[config.mk]
export PLATFORM = sky130hd
export DESIGN_NAME = multiport_register_file
export DESIGN_NICKNAME = d
export VERILOG_FILES = /design/src/rtl/rf_pkg.sv /design/src/rtl/rf_scoreboard.sv /design/src/rtl/multiport_register_file.sv
export SDC_FILE = /design/constraint.sdc
export NUM_CORES = 2
export LEC_CHECK = 0
export ABC_CLOCK_PERIOD_IN_PS = 2800
export CORE_ASPECT_RATIO = 0.75
export CORE_MARGIN = 2
export CORE_UTILIZATION = 50
export CTS_BUF_LIST = sky130_fd_sc_hd__clkbuf_16
export CTS_CLUSTER_SIZE = 20
export DETAILED_ROUTE_END_ITERATION = 8
export HOLD_SLACK_MARGIN = 0.06
export PLACE_DENSITY = 0.67
export SLEW_MARGIN = 25
export SYNTH_ARGS = -nofsm -noshare
export SYNTH_HDL_FRONTEND = slang
export SYNTH_HIERARCHICAL = 1
export SYNTH_SLANG_ARGS = --single-unit
[constraint.sdc]
create_clock -name clk -period 2.8 [get_ports clk]
set_input_delay 0.42 -clock clk [delete_from_list [all_inputs] [get_ports clk]]
set_output_delay 0.42 -clock clk [all_outputs]
set_load 0.1 [all_outputs]
[src/rtl/rf_pkg.sv]
// rf_pkg: shared defaults and flattened-port slicing helper for the register file.
`default_nettype none

package rf_pkg;

  localparam int DEF_DATA_W = 32;
  localparam int DEF_ADDR_W = 5;
  localparam int DEF_NUM_RD = 4;
  localparam int DEF_NUM_WR = 2;
  localparam int ZERO_ADDR  = 0;

  // Bit offset of element `port` inside a flattened vector of `width`-bit elements.
  function automatic int lsb(input int port, input int width);
    return port * width;
  endfunction

endpackage

`default_nettype wire

[src/rtl/rf_scoreboard.sv]
// rf_scoreboard: per-register busy bits, set-over-clear priority, per-read-port lookup.
`default_nettype none

module rf_scoreboard
  import rf_pkg::*;
#(
  parameter int ADDR_W   = DEF_ADDR_W,
  parameter int NUM_RD   = DEF_NUM_RD,
  parameter int NUM_WR   = DEF_NUM_WR,
  parameter int ZERO_REG = 1
) (
  input  logic                     clk,
  input  logic                     rst,
  input  logic [NUM_RD*ADDR_W-1:0] rd_addr,
  input  logic [NUM_WR-1:0]        we,
  input  logic [NUM_WR*ADDR_W-1:0] wr_addr,
  input  logic [NUM_WR-1:0]        set_busy,
  input  logic [NUM_WR*ADDR_W-1:0] set_addr,
  output logic [NUM_RD-1:0]        busy_lookup
);

  localparam int DEPTH = 2 ** ADDR_W;

  logic [DEPTH-1:0] busy;
  logic [DEPTH-1:0] set_hit;
  logic [DEPTH-1:0] clr_hit;

  always_comb begin
    set_hit = '0;
    clr_hit = '0;
    for (int j = 0; j < NUM_WR; j++) begin
      if (set_busy[j]) set_hit[set_addr[lsb(j, ADDR_W) +: ADDR_W]] = 1'b1;
      if (we[j])       clr_hit[wr_addr[lsb(j, ADDR_W) +: ADDR_W]]  = 1'b1;
    end
    if (ZERO_REG != 0) set_hit[ZERO_ADDR] = 1'b0;
  end

  // A new producer issued in the same cycle as the old one retires keeps the register busy.
  always_ff @(posedge clk or negedge rst) begin
    if (!rst) busy <= '0;
    else      busy <= (busy & ~clr_hit) | set_hit;
  end

  always_comb begin
    busy_lookup = '0;
    for (int k = 0; k < NUM_RD; k++)
      busy_lookup[k] = busy[rd_addr[lsb(k, ADDR_W) +: ADDR_W]];
  end

endmodule

`default_nettype wire

[src/rtl/multiport_register_file.sv]
// multiport_register_file: N-read / M-write register file with bypass, zero register and busy scoreboard.
`default_nettype none

module multiport_register_file
  import rf_pkg::*;
#(
  parameter int DATA_W   = DEF_DATA_W,
  parameter int ADDR_W   = DEF_ADDR_W,
  parameter int NUM_RD   = DEF_NUM_RD,
  parameter int NUM_WR   = DEF_NUM_WR,
  parameter int BYPASS   = 1,
  parameter int ZERO_REG = 1
) (
  input  logic                     clk,
  input  logic                     rst,
  input  logic [NUM_RD*ADDR_W-1:0] rd_addr,
  output logic [NUM_RD*DATA_W-1:0] rd_data,
  output logic [NUM_RD-1:0]        rd_busy,
  input  logic [NUM_WR-1:0]        we,
  input  logic [NUM_WR*ADDR_W-1:0] wr_addr,
  input  logic [NUM_WR*DATA_W-1:0] wr_data,
  input  logic [NUM_WR-1:0]        set_busy,
  input  logic [NUM_WR*ADDR_W-1:0] set_addr,
  output logic                     wr_conflict
);

  localparam int DEPTH = 2 ** ADDR_W;
  localparam logic [ADDR_W-1:0] ZADDR = ADDR_W'(ZERO_ADDR);

  logic [DATA_W-1:0] regs [DEPTH];
  logic [NUM_RD-1:0] sb_busy;

  function automatic logic is_zero_reg(input logic [ADDR_W-1:0] a);
    return (ZERO_REG != 0) && (a == ZADDR);
  endfunction

  rf_scoreboard #(
    .ADDR_W   (ADDR_W),
    .NUM_RD   (NUM_RD),
    .NUM_WR   (NUM_WR),
    .ZERO_REG (ZERO_REG)
  ) u_scoreboard (
    .clk         (clk),
    .rst         (rst),
    .rd_addr     (rd_addr),
    .we          (we),
    .wr_addr     (wr_addr),
    .set_busy    (set_busy),
    .set_addr    (set_addr),
    .busy_lookup (sb_busy)
  );

  // Ascending port order: the last non-blocking assignment (highest index, youngest) wins.
  always_ff @(posedge clk or negedge rst) begin
    if (!rst) begin
      for (int r = 0; r < DEPTH; r++) regs[r] <= '0;
    end else begin
      for (int j = 0; j < NUM_WR; j++) begin
        if (we[j] && !is_zero_reg(wr_addr[lsb(j, ADDR_W) +: ADDR_W]))
          regs[wr_addr[lsb(j, ADDR_W) +: ADDR_W]] <= wr_data[lsb(j, DATA_W) +: DATA_W];
      end
    end
  end

  always_comb begin
    wr_conflict = 1'b0;
    for (int i = 0; i < NUM_WR; i++) begin
      for (int j = i + 1; j < NUM_WR; j++) begin
        if (we[i] && we[j]
            && (wr_addr[lsb(i, ADDR_W) +: ADDR_W] == wr_addr[lsb(j, ADDR_W) +: ADDR_W])
            && (wr_addr[lsb(i, ADDR_W) +: ADDR_W] != ZADDR))
          wr_conflict = 1'b1;
      end
    end
  end

  always_comb begin
    logic [ADDR_W-1:0] a;
    logic [DATA_W-1:0] fwd_data;
    logic              fwd;
    logic              set_match;
    rd_data = '0;
    rd_busy = '0;
    for (int k = 0; k < NUM_RD; k++) begin
      a         = rd_addr[lsb(k, ADDR_W) +: ADDR_W];
      fwd_data  = '0;
      fwd       = 1'b0;
      set_match = 1'b0;
      for (int j = 0; j < NUM_WR; j++) begin
        if (we[j] && (wr_addr[lsb(j, ADDR_W) +: ADDR_W] == a) && (a != ZADDR)) begin
          fwd_data = wr_data[lsb(j, DATA_W) +: DATA_W];
          fwd      = 1'b1;
        end
        if (set_busy[j] && (set_addr[lsb(j, ADDR_W) +: ADDR_W] == a)) set_match = 1'b1;
      end
      if (is_zero_reg(a)) begin
        rd_data[lsb(k, DATA_W) +: DATA_W] = '0;
        rd_busy[k]                        = 1'b0;
      end else if ((BYPASS != 0) && fwd) begin
        rd_data[lsb(k, DATA_W) +: DATA_W] = fwd_data;
        rd_busy[k]                        = sb_busy[k] & set_match;
      end else begin
        rd_data[lsb(k, DATA_W) +: DATA_W] = regs[a];
        rd_busy[k]                        = sb_busy[k];
      end
    end
  end

endmodule

`default_nettype wire
# After elaboration in Yosys (flattened, before gate mapping)
# Cells that the tools add are included.
[classes] n_lt_le_gt_ge=20 eq_ne=17 n_mux=81 bitwise_logic=15 reduce_logical=48
[op_table] op="$bwmux W1024" n=2
[op_table] op="$mux W1024" n=2
[op_table] op="$mux W32" n=30
[op_table] op="$bmux W32 S5" n=4
[op_table] op="$demux W32 S5" n=2
[op_table] op="$or A32 B32 Y32" n=3
[op_table] op="$eq A5 B5 Y1" n=17
[op_table] op="$lt A5 B6 Y1 const B" n=8
[op_table] op="$ge A6 B6 Y1 const B" n=6
[op_table] op="$not A5 Y6" n=6
[op_table] op="$logic_and A1 B1 Y1" n=35
[op_table] op="$mux W1" n=33
[op_table] op="$and A32 B32 Y32" n=1
[op_table] op="$not A32 Y32" n=1
[op_table] op="$logic_not A5 Y1" n=6
[op_table] op="$reduce_bool A5 Y1" n=5
[op_table] op="$bmux W1 S5" n=4
[op_table] op="$demux W1 S5" n=4
[op_table] op="$ge A5 B1 Y1 const B" n=4
[op_table] op="$lt A6 B1 Y1 const B" n=2
[op_table] op="$and A1 B1 Y1" n=4
[op_table] op="$logic_not A1 Y1" n=2
[totals] reg_bits=1056 in_bits=110

# Logic depth before layout (Yosys ltp)
[logic_depth] ltp_word=10 depth_mapped=11 mapped_depth_nobuf=7

# Modules after synthesis
# Netlist, hierarchy kept.
[modules_own_cells] mod="multiport_register_file" n_inst=1 cells_each=8044 area_per_inst_um2=83396.2
[modules_own_cells] mod="rf_scoreboard" n_inst=1 cells_each=353 area_per_inst_um2=3119.2

# Worst setup path after synthesis
# Ideal clock, no wire load.
[synth_timing] path_type="input-to-output" start="input port rd_addr[0]" end="output port rd_data[31]" arrival_ns=4.970 required_ns=2.380 setup_slack_ns=-2.590 stages=7 path_buffers=2 path_cell_list="buf_6 -> or4_4 -> nor2_8 -> or3_1 -> buf_4 -> o22ai_1 -> a2111oi_1"
[synth_via] elab_chain_cells=7 word_cells_on_any_way=18 cone_classes="2 x eq/ne; 9 x mux; 1 x bitwise; 6 x reduce/logical"
[synth_rtl] item="start: declaration" line_no="multiport_register_file.sv:16" text="input logic [NUM_RD*ADDR_W-1:0] rd_addr,"
[synth_rtl] item="branches (longest 6 deep; another with $bmux W32 S5)"
[synth_rtl] item="$mux W32 (*)" line_no="multiport_register_file.sv:96" text="if (is_zero_reg(a)) begin"
[synth_rtl] item="end: declaration" line_no="multiport_register_file.sv:17" text="output logic [NUM_RD*DATA_W-1:0] rd_data,"
# Mark *: on every way between the ends. The select of a mux whose other input is x is not followed.

# Worst setup path in the final report
[layout_timing] start="register regs[660] in the netlist's numbering" end="output port rd_data[20]"
[layout_via] elab_chain_cells=5
[layout_rtl] item="start: declaration" line_no="multiport_register_file.sv:30" text="logic [DATA_W-1:0] regs [DEPTH];"
[layout_rtl] item="start signal: indexed assignment" line_no="multiport_register_file.sv:60" text="regs[wr_addr[lsb(j, ADDR_W) +: ADDR_W]] <= wr_data[lsb(j, DATA_W) +: DATA_W];"
[layout_rtl] item="$bmux W32 S5" line_no="multiport_register_file.sv:103" text="rd_data[lsb(k, DATA_W) +: DATA_W] = regs[a];"
[layout_rtl] item="$mux W32 (not written as such) (2 in series)" line_no="multiport_register_file.sv:103"
[layout_rtl] item="$mux W32" line_no="multiport_register_file.sv:99" text="end else if ((BYPASS != 0) && fwd) begin"
[layout_rtl] item="$mux W32" line_no="multiport_register_file.sv:96"
# No other way between the ends. The select of a mux whose other input is x is not followed.

==> flow_metrics.env <==
export IMPL_clkSlewWorstSetupHoldPaths_ps=70
export IMPL_power_mw=76.8
export IMPL_place_hpwl_um=316000
export IMPL_htree_levels=3
export IMPL_antenna_found_initial=24
export IMPL_vias_per_cell=7.82
export IMPL_slew_violations=0
export IMPL_drcViolationCount=5
export IMPL_ys_ff_latch=1056
export IMPL_status="complete, but fails checks"
export IMPL_synth_top_area_share=0.305
export IMPL_finalInstanceArea_um2=118000
export IMPL_violations="DRC, setup timing"
export IMPL_fill_cells=12100
export IMPL_cp_cell_sequence="mux2i_1, a221oi_2, nor2_2, o211a_1, a2111oi_4, buf_12"
export IMPL_ant_nets=0
export IMPL_instances_no_fill=11700
export IMPL_hold_class="input port to asynchronous set/reset pin"
export IMPL_dp_slack_ps=-1150
export IMPL_dr_pass1_iters=9
export IMPL_cp_slowest_cell="a2111oi_4"
export IMPL_drv_cap=0
export IMPL_post_drt_wl_per_cell_um=41.2
export IMPL_hold_ws_ps=94.1
export IMPL_yosys_area_top_type="dfrtp_1"
export IMPL_drive_gt1_frac=0.410
export IMPL_core_area_um2=172000
export IMPL_r2r_setup_slack_ps=1620
export IMPL_slowest_delay_ps=510
export IMPL_synth_edf_count=0
export IMPL_synthTopCellsByArea="dfrtp_1 (31%), mux4_2 (23%), mux2i_1 (17%)"
export IMPL_startpoint_type="flop"
export IMPL_synthTopCellsByCount="mux2i_1 (1456), dfrtp_1 (1056), mux4_2 (867)"
export IMPL_clockBufferDepth=3
export IMPL_vias=91300
export IMPL_syn_area_per_cell_um2=10.3
export IMPL_yosysSeqAreaShare=0.305
export IMPL_finalWorstSetupSlack_ps=-576
export IMPL_wl_um=481000
export IMPL_synthCells=8397
export IMPL_endpoint="rd_data[20]"
export IMPL_cp_data_arrival_time_ps=2960
export IMPL_grt_pass1_vias=86500
export IMPL_drtIter0Drc=16900
export IMPL_yosysUniqueCellTypes=64
export IMPL_gp_congestion=1.06
export IMPL_synthesis_area_um2=86500
export IMPL_die_area_um2=176000
export IMPL_clock_skew_ps=0
export IMPL_cts_sinks=1056
export IMPL_dieHeight_um=364
export IMPL_synthArstFlopShare=1.00
export IMPL_area_growth_pct=36.6
export IMPL_rsz0062_at_grt="yes"
export IMPL_initial_core_util=0.502
export IMPL_timing_rr_end="regs[483]"
export IMPL_fp_dieW_um=484
export IMPL_grt_max_degree=99
export IMPL_cts_tree="built"
export IMPL_pin_count=243
export IMPL_r2r_start="regs[483]"
export IMPL_synth_nets=8507
export IMPL_ir_worst_vdd_mv=0.676
export IMPL_cp_end_kind="primary output"
export IMPL_power_leakage_nw=47.9
export IMPL_p_per_area_nw_per_um2=649
export IMPL_path_class="flop to primary output"
export IMPL_grt_pass1_wl_um=666000
export IMPL_root_buffer="clkbuf_16"
export IMPL_fin_crit_ps=3380
export IMPL_grt_overflow=0
export IMPL_rows=132
export IMPL_placed_cell_area_um2=106000
export IMPL_placed_cells=11100
export IMPL_finalCritPeriodShare=1.21
export IMPL_yosys_warnings=6
export IMPL_max_freq_ghz=0.296
export IMPL_synth_flop_cell="dfrtp_1"
export IMPL_final_nets=9390
export IMPL_clock_latency_ps=820
export IMPL_r2r_cells=4
export IMPL_synth_most_common_cell="mux2i_1"
export IMPL_setup_viol=132
export IMPL_hold_violations=0
export IMPL_crit_path_max_fanout=3
export IMPL_tightestPinTransition_ps=789
export IMPL_numCtsBuffers=116
export IMPL_cp_required_ps=2380
export IMPL_portBuffers=242
export IMPL_maxSlewHeadroom=0.473
export IMPL_grt_use_total=0.534
export IMPL_crit_start="regs[660]"
[through the flow]
| step | util | setup TNS [ps] |
|---|---|---|
| detailed placement | 0.618 | -188570 |
| CTS | 0.675 | -40010 |
| finish | 0.686 | -45350 |
| global placement | 0.618 | -166200 |
| floorplan | - | -28680 |
| global route | 0.686 | -48260 |
[layout make-up]
type | instances | area, µm² | share of cell area
antenna | 27 | 67.6 | 0.000572
clock buffer | 119 | 2980 | 0.0252
clock inverter | 99 | 1160 | 0.00985
inverter | 5 | 28.8 | 0.000243
multi-input combinational | 6247 | 62600 | 0.530
sequential | 1056 | 26500 | 0.224
tap | 2278 | 2850 | 0.0241
timing repair buffer | 1854 | 22000 | 0.186
[how the worst min path moves through the flow]
stage | start | end | slack, ps | cells past startpoint
after global placement | rst | regs[153] | 400 | 1
after global routing | rst | regs[153] | 130 | 2
after floorplan | rst | regs[0] | 120 | 0
final | rst | regs[153] | 90 | 2
after detailed placement | rst | regs[153] | 400 | 1
after CTS | rst | regs[153] | 150 | 2
[layer usage]
layer  vias to the layer above  share of wire  track usage
met5                         -         0.0019       0.0303
met4                        35           0.10        0.435
met3                      2995           0.19        0.313
met2                     10100           0.38        0.692
met1                     44200           0.32        0.630
li1                      34000              -            -
[registers in the layout (all words and copies together) (netlist names)]
signal,cells
regs,1024
u_scoreboard/busy,32
[where the power goes]
group / total [mW] / switching (mW) / internal, mW
Combinational: 34.0 / 17.4 / 16.7
Sequential: 25.1 / 5.90 / 19.2
Clock: 17.6 / 7.69 / 9.93
Total: 76.8 / 30.9 / 45.8
[placed cells by master, fill, tap and decap left out, drive strengths merged, types with 21 or more instances in the layout]
cell              n
o221ai           39
xnor2            25
clkdlybuf4s50    77
a21oi           600
nor2            709
clkbuf          124
o21ai           530
nor4             42
mux4            867
bufinv           24
nor3b            34
and3             21
nand2           724
a2111oi          38
diode            27
mux2i          1456
nor2b            26
clkinv           50
buf            1763
xor2             60
nor3            187
a22oi           221
dfrtp          1056
nand3            31
a221oi           82
a32oi           145
o22ai           229
nand2b           27
[cell families after synthesis]
kind of cell,Yosys count,synth area share
AOI/OAI and AO/OA,1959,0.142
muxes,2323,0.394
buffers and inverters,1094,0.0566
xor gates and xnor gates,85,0.00860
DFF,1056,0.305
and+or+nand+nor,1880,0.0935
[repair_timing]
action,in CTS,in global routing
gates resized for setup,749,295
hold buffers,1,0
cloned,11,0
setup buffers,242,91
endpoints found under the hold margin,195,0
setup endpoints to repair,133,133
pin swaps,326,191
[worst max-delay path: cells and delay by family (launching register included)]
family | cells | cell delay [ps]
buf+inv | 1 | 250
flops | 1 | 410
mux | 1 | 150
compound gates | 3 | 1190
simple gates | 1 | 150
Note: power is estimated with default switching activity, not from simulation.
